`src/rtl/axi_mem_arbiter.sv`:
```
// axi_mem_arbiter: arbitrates decoded AXI read/write requests into a stream of
// burst-aligned memory commands (one command per 2**BL_LOG2-beat burst).
// Optional build macro: AXI_MEM_ARBITER_RD_PRIORITY_EN -- when defined, reads
// always win simultaneous requests; otherwise arbitration is round-robin.
module axi_mem_arbiter #(
  parameter int ADDR_WIDTH = 8,
  parameter int BL_LOG2    = 3
) (
  input  logic                  S_AXI_ACLK,
  input  logic                  S_AXI_ARESETN,
  input  logic                  RD_REQ_VALID,
  output logic                  RD_REQ_READY,
  input  logic [ADDR_WIDTH-1:0] RD_REQ_ADDR,
  input  logic [7:0]            RD_REQ_LEN,
  input  logic                  WR_REQ_VALID,
  output logic                  WR_REQ_READY,
  input  logic [ADDR_WIDTH-1:0] WR_REQ_ADDR,
  input  logic [7:0]            WR_REQ_LEN,
  output logic                  MEM_CMD_VALID,
  input  logic                  MEM_CMD_READY,
  output logic [ADDR_WIDTH-1:0] MEM_CMD_ADDR,
  output logic                  MEM_CMD_WE,
  output logic                  RD_DONE,
  output logic                  WR_DONE,
  output logic                  BUSY
);

  // 9 bits covers the worst case of (2**BL_LOG2-1 + 255) >> BL_LOG2, plus one.
  localparam int CNT_W = 9;
  localparam logic [ADDR_WIDTH-1:0] BURST_BYTES = ADDR_WIDTH'(1 << BL_LOG2);
  localparam logic [ADDR_WIDTH-1:0] ALIGN_MASK  = ~ADDR_WIDTH'((1 << BL_LOG2) - 1);

  typedef enum logic [1:0] {
    ST_IDLE,
    ST_ISSUE,
    ST_DONE
  } state_e;

  state_e                  state_q, state_d;
  logic [ADDR_WIDTH-1:0]   addr_q, addr_d;
  logic [CNT_W-1:0]        cnt_q, cnt_d;
  logic                    we_q, we_d;
  logic                    last_wr_q, last_wr_d;

  logic                    idle;
  logic                    grant_rd;
  logic                    grant_wr;
  logic                    accept;
  logic [ADDR_WIDTH-1:0]   sel_addr;
  logic [7:0]              sel_len;
  logic [CNT_W-1:0]        cmd_total;

  assign idle = (state_q == ST_IDLE);

`ifdef AXI_MEM_ARBITER_RD_PRIORITY_EN
  // Reads win any tie; last-served history plays no part in the grant.
  assign grant_rd = RD_REQ_VALID;
`else
  // Read wins when alone, or on a tie when write was the side served last.
  assign grant_rd = RD_REQ_VALID & (~WR_REQ_VALID | last_wr_q);
`endif
  assign grant_wr = WR_REQ_VALID & ~grant_rd;

  assign RD_REQ_READY = idle & grant_rd;
  assign WR_REQ_READY = idle & grant_wr;
  assign accept       = RD_REQ_READY | WR_REQ_READY;

  assign sel_addr  = grant_rd ? RD_REQ_ADDR : WR_REQ_ADDR;
  assign sel_len   = grant_rd ? RD_REQ_LEN  : WR_REQ_LEN;
  // Bursts touched = (beat offset inside first burst + extra beats) / burst + 1.
  assign cmd_total = ((CNT_W'(sel_addr[BL_LOG2-1:0]) + CNT_W'(sel_len)) >> BL_LOG2)
                     + CNT_W'(1);

  // Next-state logic: capture a granted request, then walk its burst addresses.
  always_comb begin
    state_d   = state_q;
    addr_d    = addr_q;
    cnt_d     = cnt_q;
    we_d      = we_q;
    last_wr_d = last_wr_q;
    case (state_q)
      ST_IDLE: begin
        if (accept) begin
          addr_d  = sel_addr & ALIGN_MASK;
          cnt_d   = cmd_total;
          we_d    = ~grant_rd;
          state_d = ST_ISSUE;
        end
      end
      ST_ISSUE: begin
        if (MEM_CMD_READY) begin
          cnt_d = cnt_q - CNT_W'(1);
          if (cnt_q == CNT_W'(1)) begin
            state_d = ST_DONE;
          end else begin
            addr_d = addr_q + BURST_BYTES;
          end
        end
      end
      ST_DONE: begin
        last_wr_d = we_q;
        state_d   = ST_IDLE;
      end
      default: state_d = ST_IDLE;
    endcase
  end

  // State and request registers; reset abandons any in-flight request.
  always_ff @(posedge S_AXI_ACLK or negedge S_AXI_ARESETN) begin
    if (!S_AXI_ARESETN) begin
      state_q   <= ST_IDLE;
      addr_q    <= '0;
      cnt_q     <= '0;
      we_q      <= 1'b0;
      last_wr_q <= 1'b1;
    end else begin
      state_q   <= state_d;
      addr_q    <= addr_d;
      cnt_q     <= cnt_d;
      we_q      <= we_d;
      last_wr_q <= last_wr_d;
    end
  end

  assign MEM_CMD_VALID = (state_q == ST_ISSUE);
  assign MEM_CMD_ADDR  = addr_q;
  assign MEM_CMD_WE    = we_q;
  assign RD_DONE       = (state_q == ST_DONE) & ~we_q;
  assign WR_DONE       = (state_q == ST_DONE) &  we_q;
  assign BUSY          = ~idle;

endmodule

```
`config.mk`:
```
export PLATFORM = sky130hd
export DESIGN_NAME = axi_mem_arbiter
export DESIGN_NICKNAME = d
export VERILOG_FILES = /design/src/rtl/axi_mem_arbiter.sv
export SDC_FILE = /design/constraint.sdc
export NUM_CORES = 1
export LEC_CHECK = 0
export BUFFER_PORTS_ARGS = -buffer_cell sky130_fd_sc_hd__buf_2
export CORE_MARGIN = 2
export CORE_UTILIZATION = 40
export CTS_CLUSTER_SIZE = 14
export DETAILED_ROUTE_END_ITERATION = 6
export PLACE_DENSITY = 0.67
export SLEW_MARGIN = 20
export SYNTH_ARGS = -nofsm -noshare
export SYNTH_HDL_FRONTEND = slang
export SYNTH_SLANG_ARGS = --single-unit
```
`constraint.sdc`:
```
create_clock -name S_AXI_ACLK -period 4.06 [get_ports S_AXI_ACLK]
set_clock_uncertainty 0.1 [all_clocks]
set_input_delay 0.203 -clock S_AXI_ACLK [delete_from_list [all_inputs] [get_ports S_AXI_ACLK]]
set_output_delay 0.203 -clock S_AXI_ACLK [all_outputs]
set_load 0.02 [all_outputs]
```
Word-level counts from Yosys, hierarchy flattened
Cells that the tools add are included.
Word-level totals
  register bits after elaboration: 21
  input bits: 37
  output and inout port bits: 15
Operators by class
  $add $sub $neg: 4
  eq/ne operators: 7
  muxes and demuxes: 13
  bitwise operators: 12
  reductions and logical operators: 6
Operators with widths (number)
  8-bit 2-to-1 mux: 5
  9-bit 2-to-1 mux: 2
  9-bit case mux with 2 select lines: 1
  8-bit case mux with 2 select lines: 1
  3-bit by 8-bit adder with 9-bit output: 1
  9-bit by 1-bit equality test with 1-bit output (second input constant): 1
  9-bit by 1-bit subtractor with 9-bit output (second input constant): 1
  8-bit by 4-bit adder with 8-bit output (second input constant): 1
  6-bit by 1-bit adder with 7-bit output (second input constant): 1
  1-bit AND: 6
  2-bit 2-to-1 mux: 3
  2-bit by 1-bit != test with 1-bit output (second input constant): 3
  3-bit AND reduction: 2
  1-bit inverter: 4
  2-bit case mux with 2 select lines: 1
  4-bit AND reduction: 1
  2-bit by 1-bit equality test with 1-bit output (second input constant): 1
  2-bit equality test (second input constant): 1
  2-bit zero test: 1
  2-bit != test (second input constant): 1
  1-bit bitwise OR: 2
  2-bit AND reduction: 1
  2-bit nonzero test: 1

Longest topological paths before layout
  depth after elaboration: 9
  mapped depth: 18
  mapped depth without buffers: 17

Worst setup path before layout
No wires, ideal clock.
  path type: register -> register
  from: register last_wr_q
  to: register cnt_q[4]
  library setup time: 138 ps
  data arrival time: 3172 ps
  setup slack: 650 ps
  cell stages (with the launch flop): 19
  period minus slack after synthesis: 3410 ps
  cells stage by stage: dfstp_2 -> nand2b_1 -> nand2_1 -> buf_2 -> nand2_1 -> nand2_1 -> ha_1 -> a311o_1 -> a31oi_1 -> a211o_1 -> nor2_1 -> xnor2_1 -> ha_1 -> nand3_1 -> nor2_1 -> a41oi_1 -> o2bb2ai_1 -> xor2_1 -> o221ai_1
Between the ends
  longest elaborated chain between the ends: 8
RTL lines
  from (decl): line 43  | logic last_wr_q, last_wr_d;
  from (signal assigned): line 121  | last_wr_q <= last_wr_d;
  1-bit bitwise OR *: line 60  | assign grant_rd = RD_REQ_VALID & (~WR_REQ_VALID | last_wr_q);
  1-bit AND *: line 60
  branches (longest 6 deep; another with 3-bit by 8-bit adder with 9-bit output)
  to (signal assigned): line 119  | cnt_q <= cnt_d;
  to (decl): line 41  | logic [CNT_W-1:0] cnt_q, cnt_d;
Mark *: on every way between the ends. The select of a mux whose other input is x is not followed.
A chain may end at the register's enable or synchronous reset.

Worst setup path after layout
Ends and elaborated chain as after synthesis.

==> flow_summary.yaml <==
power:
  worst_ir_drop_vdd_mv: 0.326
  seqPwrFrac_pct: 32.0
  finalPower_w: 0.00107
  switching_share_pct: 46.9
  pwr-share-clk_pct: 10.5
  p_int_w: 0.000570
  comb_power_share_pct: 57.5
  p_per_area_nw_per_um2: 620
  power_leakage_nw: 0.869
  net-switching-power_w: 0.000503
synthesis:
  synth_top_area_share_pct: 29.5
  netlist_area_sq_um: 1440
  syn_avg_cell_area_sq_um: 8.18
  synth_top_cell_by_area: "dfrtp_1"
  synth-main-ff-cell: "dfrtp_1"
  ys_seq_elements: 18
  yosysWarnings: 0
  synth_common_cells: "nand2_1 (36), dfrtp_1 (17), nor2_1 (14), o21ai_0 (11)"
  ys_seq_area_share_pct: 31.4
  synth.top_cells.by_area: "dfrtp_1 (30%), nand2_1 (9.4%), mux2i_1 (6.3%)"
  synth-edff-count: 0
  syn_inst: 176
  async_flop_share_pct: 100
  synthMostInstantiatedCell: "nand2_1"
  synth_cell_type_count: 48
global_routing:
  grt_pass1_wl_microns: 5440
  grt_max_degree: 19
  antenna_found_initial: 0
  grt_usage_pct: 16.3
  grt_pass1_vias: 1238
  grt_overflow: 0
clocking:
  clk_latency_ps: 300
  cts_tree: "built"
  cts-buffers-inserted: 3
  cts_root_buffer: "clkbuf_4"
  clk_pin_slew_ps: 100
  cts_sinks: 18
  cts_setup_buffers: 0
  htreeDepth: 1
  cts_buffer_depth: 2
worst_hold_path:
  min_to: "state_q[0]"
  hold_path.class: "input pin to register"
  min_from: "MEM_CMD_READY"
  hold_depth: 2
placement:
  placedCellCount: 264
  port_buffers: 48
  dp_hpwl_microns: 2530
  gp_congestion: 0.782
  place_area_sq_um: 1680
critical_path:
  crit_path_max_fanout: 11
  reg2reg_depth: 17
  r2r-end: "cnt_q[4]"
  r2r_setup_slack_ps: 510
  crit_type: "register to register"
  r2r_start: "last_wr_q"
  startpoint_type: "register"
  end_kind: "register"
  cp.arrival_ps: 3620
  crit_path_start: "last_wr_q"
  required_ps: 4130
sta:
  worstMarginPinSlew_ps: 901
  relSlewSlack_pct: 39.9
  grt_setup_unrepaired: "no"
  period_share_pct: 87.4
  max_freq_ghz: 0.282
  setup_tns_ps: 0
  finalCriticalPeriod_ps: 3550
  setup_viol: 0
  hold_viol_final: 0
  drv_slew: 0
cells_and_area:
  final_area_sq_um: 1730
  ff_latch_area_sq_um: 452
  final.fill_count: 346
  num_antenna_cells: 0
  final_cells: 269
  multi_input_area_sq_um: 901
  drive_gt1_share_pct: 27.8
  final_core_util_pct: 51.1
  final_nets: 267
  area_growth_pct: 20.2
job:
  drv_cap: 0
routing:
  drc_errors: 0
  drt_iter0_markers: 37
  routedWlPerCell_microns: 12.0
  drt_first_pass_iters: 4
  avgViaCountPerCell: 5.04
  ant_nets: 0
  vias: 1357
  routed_wl_microns: 3220
floorplan:
  rows: 21
  io_pins: 52
  die-area_sq_um: 4100
  fp.dieH_microns: 64
  initial_core_util_pct: 42.5
  die_w_microns: 64
  coreArea_sq_um: 3390
run_status:
  status: "finished, final reports clean"
-- kinds of logic (layout without fill, tap and decap cells) --
| logic type | Yosys count | in the layout | synth area share, % |
|---|---|---|---|
| muxes | 9 | 9 | 6.26 |
| AOI/OAI and AO/OA | 46 | 46 | 22.3 |
| and+or+nand+nor | 76 | 76 | 24.9 |
| other | 1 | 3 | 0.260 |
| buffers and inverters | 15 | 60 | 6.60 |
| DFF | 18 | 18 | 31.4 |
| adders and majority gates | 6 | 6 | 5.21 |
| xor gates and xnor gates | 5 | 5 | 3.04 |
-- stage by stage --
step,hold WS [ps],setup WS [ps]
CTS,8.87,471
detailed placement,58.6,480
floorplan,-193,650
global route,22.1,200
finish,12.4,513
global placement,60.5,575
-- cell usage in the layout (no fill, tap or decap), drive strengths merged, types with 4 or more instances in the layout --
cell and count:
inv 5, dfrtp 17, a21oi 10, o21ai 11
mux2i 9, xnor2 4, buf 50, nand2 36
clkbuf 4, nand3 6, nor2 15, nand2b 5
nor3 5, ha 6
-- routing by layer --
metal | track usage (%) | wire length [microns] | vias up
li1 | - | - | 717
met1 | 23.5 | 1630 | 609
met2 | 25.9 | 1440 | 29
met3 | 3.35 | 143 | 2
met4 | 1.63 | 9 | 0
met5 | 0 | 0 | -
-- worst max-delay path by stage --
stage | depth (start not counted) | end
global route | 17 | cnt_q[4]
floorplan | 18 | cnt_q[4]
detailed placement | 17 | cnt_q[4]
global placement | 17 | cnt_q[4]
finish | 17 | cnt_q[4]
CTS | 17 | cnt_q[4]
-- power groups by stage --
stage	registers [W]	logic, W	clock network [W]
4_1_cts	0.000342	0.000622	0.000116
3_3_place_gp	0.000346	0.000611	0
3_5_place_dp	0.000345	0.000620	0
2_1_floorplan	0.000359	0.000482	0
6_report	0.000343	0.000616	0.000113
5_1_grt	0.000358	0.000703	0.000124
-- what timing repair did --
action / in CTS / in global routing
endpoints found under the hold margin: 17 / 0
resized for setup: 0 / 0
hold buffers: 1 / 0
-- final cells by class --
type	instances	area share [%]
multi-input combinational	145	52.1
sequential	18	26.1
timing repair buffer	51	15.3
tap	46	3.33
clock buffer	4	2.10
inverter	5	1.08
-- flip-flops by register name, summed over array words and instances (netlist names) --
register      flops
MEM_CMD_ADDR      5
MEM_CMD_WE        1
cnt_q             9
last_wr_q         1
state_q           2
-- critical path: stages (launching register included) --
cell and delay (ps):
dfstp_2 540, nand2b_1 130, nand2_1 250, nand2_1 150
nand2_1 60, ha_1 300, a311o_1 340, a31oi_1 150
a211o_1 160, nor2_1 90, xnor2_1 180, ha_1 270
nand3_1 100, nor2_1 90, a41oi_1 50, o2bb2ai_1 180
xor2_1 160, o221ai_1 130
(Power assumes the default switching activity.)
